### src/rtl/sd_init.sv
// sd_init -- SPI-mode SD card initialisation engine.
//
// After reset it sends the power-up dummy clocks, then runs
// CMD0 -> CMD8 -> (CMD55/ACMD41)* -> CMD58 and raises init_o. It drives
// SD_CSn/SD_MOSI until init_o is high. After that, the top level hands the
// lines to the read engine.
//
// Build option: define SD_INIT_CMD58_EN to run the CMD58 step and report the
// OCR CCS bit on sdhc_o. Without it, a successful ACMD41 finishes the
// sequence and sdhc_o is tied to 0.
//
// Ports:
//   SD_CK     in   single clock, also the card clock
//   rst_n     in   synchronous active-low reset (applies to both edges)
//   SD_MISO   in   card data out, sampled on the rising edge
//   SD_MOSI   out  card data in, registered on the falling edge
//   SD_CSn    out  card chip select, registered on the falling edge
//   init_req  in   restart pulse, honoured only in DONE / ERR
//   init_o    out  card initialised (level)
//   init_err  out  initialisation failed (level)
//   sdhc_o    out  card reported CCS=1
module sd_init #(
   parameter int DUMMY_CLKS     = 80,
   parameter int RESP_TIMEOUT   = 128,
   parameter int ACMD41_RETRIES = 1000,
   parameter int GAP_CLKS       = 8
) (
   input  logic SD_CK,
   input  logic rst_n,
   input  logic SD_MISO,
   output logic SD_MOSI,
   output logic SD_CSn,
   input  logic init_req,
   output logic init_o,
   output logic init_err,
   output logic sdhc_o
);
   localparam int CW = 16;

   typedef enum logic [2:0] {IDLE, DUMMY, TX, RX, GAP, DONE, ERR} state_t;
   typedef enum logic [2:0] {S_CMD0, S_CMD8, S_CMD55, S_ACMD41, S_CMD58} step_t;

   state_t        state, state_n;
   step_t         step, step_n;
   logic [CW-1:0] cnt, cnt_n, retry, retry_n;
   logic          hunt, hunt_n, v2, v2_n;
   logic [38:0]   rx, rx_n;
   logic [39:0]   rx_full;
   logic [47:0]   frame;
   logic [7:0]    r1;
   logic          long_rsp, cs_nxt, mosi_nxt;
`ifdef SD_INIT_CMD58_EN
   logic          sdhc, sdhc_n;
`endif

   // R7 (CMD8) and R3 (CMD58) carry 32 bits after R1.
`ifdef SD_INIT_CMD58_EN
   assign long_rsp = (step == S_CMD8) || (step == S_CMD58);
`else
   assign long_rsp = (step == S_CMD8);
`endif

   always_comb begin
      case (step)
         S_CMD0:   frame = 48'h40_0000_0000_95;
         S_CMD8:   frame = 48'h48_0000_01AA_87;
         S_CMD55:  frame = 48'h77_0000_0000_65;
         S_ACMD41: frame = {8'h69, (v2 ? 8'h40 : 8'h00), 24'h0, 8'h77};
         S_CMD58:  frame = 48'h7A_0000_0000_FD;
         default:  frame = '1;
      endcase
   end

   always_comb begin
      state_n  = state;
      step_n   = step;
      cnt_n    = cnt;
      retry_n  = retry;
      hunt_n   = hunt;
      v2_n     = v2;
      rx_n     = rx;
`ifdef SD_INIT_CMD58_EN
      sdhc_n   = sdhc;
`endif
      rx_full  = {rx, SD_MISO};
      r1       = long_rsp ? rx_full[39:32] : rx_full[7:0];
      cs_nxt   = 1'b1;
      mosi_nxt = 1'b1;
      case (state)
         IDLE: begin
            state_n = DUMMY;
            cnt_n   = '0;
         end
         DUMMY: begin
            if (cnt == CW'(DUMMY_CLKS - 1)) begin
               state_n = TX;
               cnt_n   = '0;
               step_n  = S_CMD0;
            end else cnt_n = cnt + 1'b1;
         end
         TX: begin
            cs_nxt   = 1'b0;
            mosi_nxt = frame[6'd47 - cnt[5:0]];
            if (cnt == CW'(47)) begin
               state_n = RX;
               cnt_n   = '0;
               hunt_n  = 1'b1;
            end else cnt_n = cnt + 1'b1;
         end
         RX: begin
            cs_nxt = 1'b0;
            if (hunt) begin
               // cnt is the number of idle bits seen so far. A start bit on
               // the RESP_TIMEOUT-th cycle is still accepted.
               if (cnt == CW'(RESP_TIMEOUT)) state_n = ERR;
               else if (!SD_MISO) begin
                  hunt_n = 1'b0;
                  cnt_n  = CW'(1);
                  rx_n   = rx_full[38:0];
               end else cnt_n = cnt + 1'b1;
            end else begin
               rx_n = rx_full[38:0];
               if (cnt != (long_rsp ? CW'(39) : CW'(7))) cnt_n = cnt + 1'b1;
               else begin
                  // Last response bit: judge the full response now.
                  state_n = GAP;
                  cnt_n   = '0;
                  case (step)
                     S_CMD0: begin
                        if (r1 == 8'h01) step_n = S_CMD8;
                        else state_n = ERR;
                     end
                     S_CMD8: begin
                        if (r1 == 8'h01 && rx_full[11:0] == 12'h1AA) v2_n = 1'b1;
                        else if (r1 != 8'h01 && r1[2]) v2_n = 1'b0;  // illegal cmd: v1 card
                        else state_n = ERR;
                        step_n  = S_CMD55;
                        retry_n = CW'(ACMD41_RETRIES);
                     end
                     S_CMD55: begin
                        if (r1 == 8'h00 || r1 == 8'h01) step_n = S_ACMD41;
                        else state_n = ERR;
                     end
                     S_ACMD41: begin
                        if (r1 == 8'h00) begin
`ifdef SD_INIT_CMD58_EN
                           step_n = S_CMD58;
`else
                           state_n = DONE;
`endif
                        end else if (r1 == 8'h01) begin
                           retry_n = retry - 1'b1;
                           if (retry == CW'(1)) state_n = ERR;
                           else step_n = S_CMD55;
                        end else state_n = ERR;
                     end
`ifdef SD_INIT_CMD58_EN
                     S_CMD58: begin
                        if (r1 == 8'h00) begin
                           sdhc_n  = v2 & rx_full[30];
                           state_n = DONE;
                        end else state_n = ERR;
                     end
`endif
                     default: state_n = ERR;
                  endcase
               end
            end
         end
         GAP: begin
            if (cnt == CW'(GAP_CLKS - 1)) begin
               state_n = TX;
               cnt_n   = '0;
            end else cnt_n = cnt + 1'b1;
         end
         DONE, ERR: begin
            if (init_req) begin
               state_n = DUMMY;
               cnt_n   = '0;
`ifdef SD_INIT_CMD58_EN
               sdhc_n  = 1'b0;
`endif
            end
         end
         default: state_n = IDLE;
      endcase
   end

   always_ff @(posedge SD_CK) begin
      if (!rst_n) begin
         state <= IDLE;
         step  <= S_CMD0;
         cnt   <= '0;
         retry <= '0;
         hunt  <= 1'b0;
         v2    <= 1'b0;
         rx    <= '0;
`ifdef SD_INIT_CMD58_EN
         sdhc  <= 1'b0;
`endif
      end else begin
         state <= state_n;
         step  <= step_n;
         cnt   <= cnt_n;
         retry <= retry_n;
         hunt  <= hunt_n;
         v2    <= v2_n;
         rx    <= rx_n;
`ifdef SD_INIT_CMD58_EN
         sdhc  <= sdhc_n;
`endif
      end
   end

   // Card lines change on the falling edge so they are stable for the
   // card's rising-edge sample.
   always_ff @(negedge SD_CK) begin
      if (!rst_n) begin
         SD_CSn  <= 1'b1;
         SD_MOSI <= 1'b1;
      end else begin
         SD_CSn  <= cs_nxt;
         SD_MOSI <= mosi_nxt;
      end
   end

   assign init_o   = (state == DONE);
   assign init_err = (state == ERR);
`ifdef SD_INIT_CMD58_EN
   assign sdhc_o   = sdhc;
`else
   assign sdhc_o   = 1'b0;
`endif

endmodule

### config.mk
export PLATFORM = sky130hd
export DESIGN_NAME = sd_init
export DESIGN_NICKNAME = d
export VERILOG_FILES = /design/src/rtl/sd_init.sv
export SDC_FILE = /design/constraint.sdc
export NUM_CORES = 1
export LEC_CHECK = 0
export ABC_AREA = 1
export CAP_MARGIN = 20
export CORE_UTILIZATION = 50
export CTS_CLUSTER_SIZE = 16
export DETAILED_ROUTE_END_ITERATION = 12
export PLACE_DENSITY = 0.72
export RECOVER_POWER = 100
export REMOVE_ABC_BUFFERS = 1
export SYNTH_ARGS = -nofsm -noshare
export SYNTH_HDL_FRONTEND = slang
export SYNTH_SLANG_ARGS = --single-unit
### constraint.sdc
create_clock -name SD_CK -period 3.47 [get_ports SD_CK]
set_clock_uncertainty 0.15 [all_clocks]
set_input_delay 0.694 -clock SD_CK [delete_from_list [all_inputs] [get_ports SD_CK]]
set_output_delay 0.694 -clock SD_CK [all_outputs]
set_load 0.02 [all_outputs]
==> flow_summary.ini <==
[route]
viasPerCell = 5.28
dr.pass1.iters = 5
wl_per_cell_um = 12.8
ant_nets = 0
drt_wl_total_mm = 10.4
drcViolationCount = 0
drt_iter0_markers = 262
vias = 4308

[floorplan]
die_h_um = 98.0
initial_core_util = 0.524
die_width_um = 98.0
ios = 9
core_area_mm2 = 0.00881
core.rowCount = 34
die_area_mm2 = 0.00961

[cells_and_area]
stdcell_count = 816
areaGrowthSynthToFinish_pct = 9.20
layout.nets = 721
antenna_cells = 0
final_cell_mix = 136 x nand2_1, 131 x nor2_1, 78 x dfxtp_1
drive_gt1_frac = 0.137
layout_commonest_cell = nand2_1
utilization = 0.572
fin_area_mm2 = 0.00503

[logic_synthesis]
synth_edf_count = 0
synth_area_leaders = dfxtp_1 35%, nand2_1 11%, nor2_1 11%
synth_area_per_cell_um2 = 6.65
ys_warn_count = 0
synthArstFlopShare = 0
synth-simple-area-share = 0.354
synth_top_family_by_area = simple AND/OR/NAND/NOR gates
synthesis.area_mm2 = 0.00461
netlist.area_leader.share = 0.347
synth_compound_area_frac = 0.145
ys_ff_latch = 80
synthMuxAreaShare = 0
synth_ff_type = dfxtp_1
ys_seq_area_frac = 0.347
syn_inst = 693
ys_types = 42
yosysTopAreaCell = dfxtp_1
synthAdderAreaFrac = 0.0326
synthXorXnorAreaFrac = 0.0247

[clocking]
cts_tree = done
clk_transition_reported_paths_ns = 0.07
holdBufCountCts = 0
clock_latency_ns = 0.35
clk_path_buf_depth = 2
clock-root-buffer = clkbuf_8
cts_buffers = 9
ctsHtreeMaxLevel = 3
clock-sinks = 80

[grt]
antenna_found_initial = 0
grt_use_total = 0.232
grt_pass1_vias = 4089
grt_pass1_wl_mm = 18.1
grt_max_degree = 50
overflow = 0

[pwr]
ir_worst_vdd_v = 0.000346
power.share.clock = 0.219
finalPower_mw = 3.16
internal_power_mw = 1.89
p_sw_frac = 0.402
p_per_area_mw_per_mm2 = 628
p_leak_nw = 2.11
power_frac_seq = 0.359
power_frac_comb = 0.423
p_sw_mw = 1.27

[worst_setup_path]
critPathMaxStageDelay_ns = 0.40
critPathLaunchType = flop
end_kind = flop
cpMostUsedCell = nand2_1
cp_max_fo = 4
cpMaxStageDelayCell = dfxtp_4
arrival_ns = 1.88
worstPathRequired_ns = 1.91
setup.worst_path.class = flop to flop
worstPathCellList = inv_6, ha_4, inv_4, nand2_4, nor2_2, buf_4, nor2_1, a211oi_1, nand2_1, inv_1, a21oi_2, nand2_1

[timing]
setup_viol = 0
relSlewSlack = 0.349
rsz0062_at_grt = true
hold_viol = 0
slew_viol_final = 0
worstMarginPinSlew_ns = 0.973
fin_ws_ns = 0.0285

[place]
place.gp.congestion = 0.940
place_area_mm2 = 0.00476
post-place-ws_ns = -0.117
port_buffers = 7
dp_cells = 800
dp_hpwl_mm = 7.56

[worst_hold_path]
hp-class = flop to flop

[job]
max_cap_violations = 0

[status]
status = completed
## state kept, by name (all words and copies together) (netlist names)
| register | flops |
|---|---|
| SD_MOSI | 1 |
| step | 2 |
| state | 3 |
| cnt | 16 |
| hunt | 1 |
| retry | 16 |
| rx | 39 |
| SD_CSn | 1 |
| v2 | 1 |
## worst max-delay path: cells and delay by family (launching register included)
kind                     cells  cell delay [ns]
AO/OA/AOI/OAI                2             0.26
adder cells (fa/ha/maj)      1             0.16
buffers and inverters        4             0.32
flip-flops                   1             0.40
AND/OR/NAND/NOR              5             0.40
## repair_timing
item | in CTS | in global routing
endpoints found under the setup margin | 3 | 2
hold endpoints to repair | 0 | 0
gates resized for setup | 13 | 26
pin swaps | 2 | 7
buffers inserted | 0 | 1
## worst paths after layout
path	startpoint	to	slack (ns)	depth (start not counted)
setup reg to reg	step[0]	SD_MOSI	0.03	12
hold / removal	rx[8]	rx[8]	0.32	2
hold reg to reg	rx[8]	rx[8]	0.32	2
setup / recovery	step[0]	SD_MOSI	0.03	12
## Yosys cell counts, drive strengths merged, types with 5 or more instances
cell type and n:
nor2 143, ha 12, buf 20, dfxtp 80, inv 66, nand4 9, xor2 10, nor3 17
a21oi 53, o21ai 50, nand2 151, clkbuf 5, nand3 52, or2 5
## final cells by class
class	count	area, um2
clock buffer	11	153
timing repair buffer	25	201
inverter	67	264
multi-input combinational	520	2630
sequential	80	1610
clock inverter	5	47.5
tap	108	135
fill	844	3770
## cells by family after synthesis
family                   Yosys count
flip-flops                        80
XOR/XNOR                          13
buffers and inverters             93
other                              1
AO/OA/AOI/OAI                    115
adder cells (fa/ha/maj)           12
AND/OR/NAND/NOR                  379
## per-stage QoR
step           hold slack (ns)  TNS [ns]
2_1_floorplan            0.287    -0.229
3_3_place_gp             0.306    -0.199
3_5_place_dp             0.316    -0.240
4_1_cts                  0.329         0
5_1_grt                  0.360    -0.118
6_report                 0.325         0
## power groups by stage
stage               Combinational [mW]  Sequential (mW)  Clock, mW
floorplan                        0.893             1.13    0.00542
CTS                               1.25             1.12      0.713
detailed placement                1.24             1.14    0.00542
finish                            1.34             1.14      0.691
global route                      1.52             1.15      0.760
global placement                  1.22             1.13    0.00542
## layer usage
layer  vias to the layer above  track usage  routed length [um]
met5                         -            0                   0
met3                        32       0.0487                 443
li1                       2253            -                   -
met1                      1931        0.281                4670
met2                        92        0.383                4910
met4                         0        0.131                 378
No activity file was read; power rests on OpenSTA's default activity.
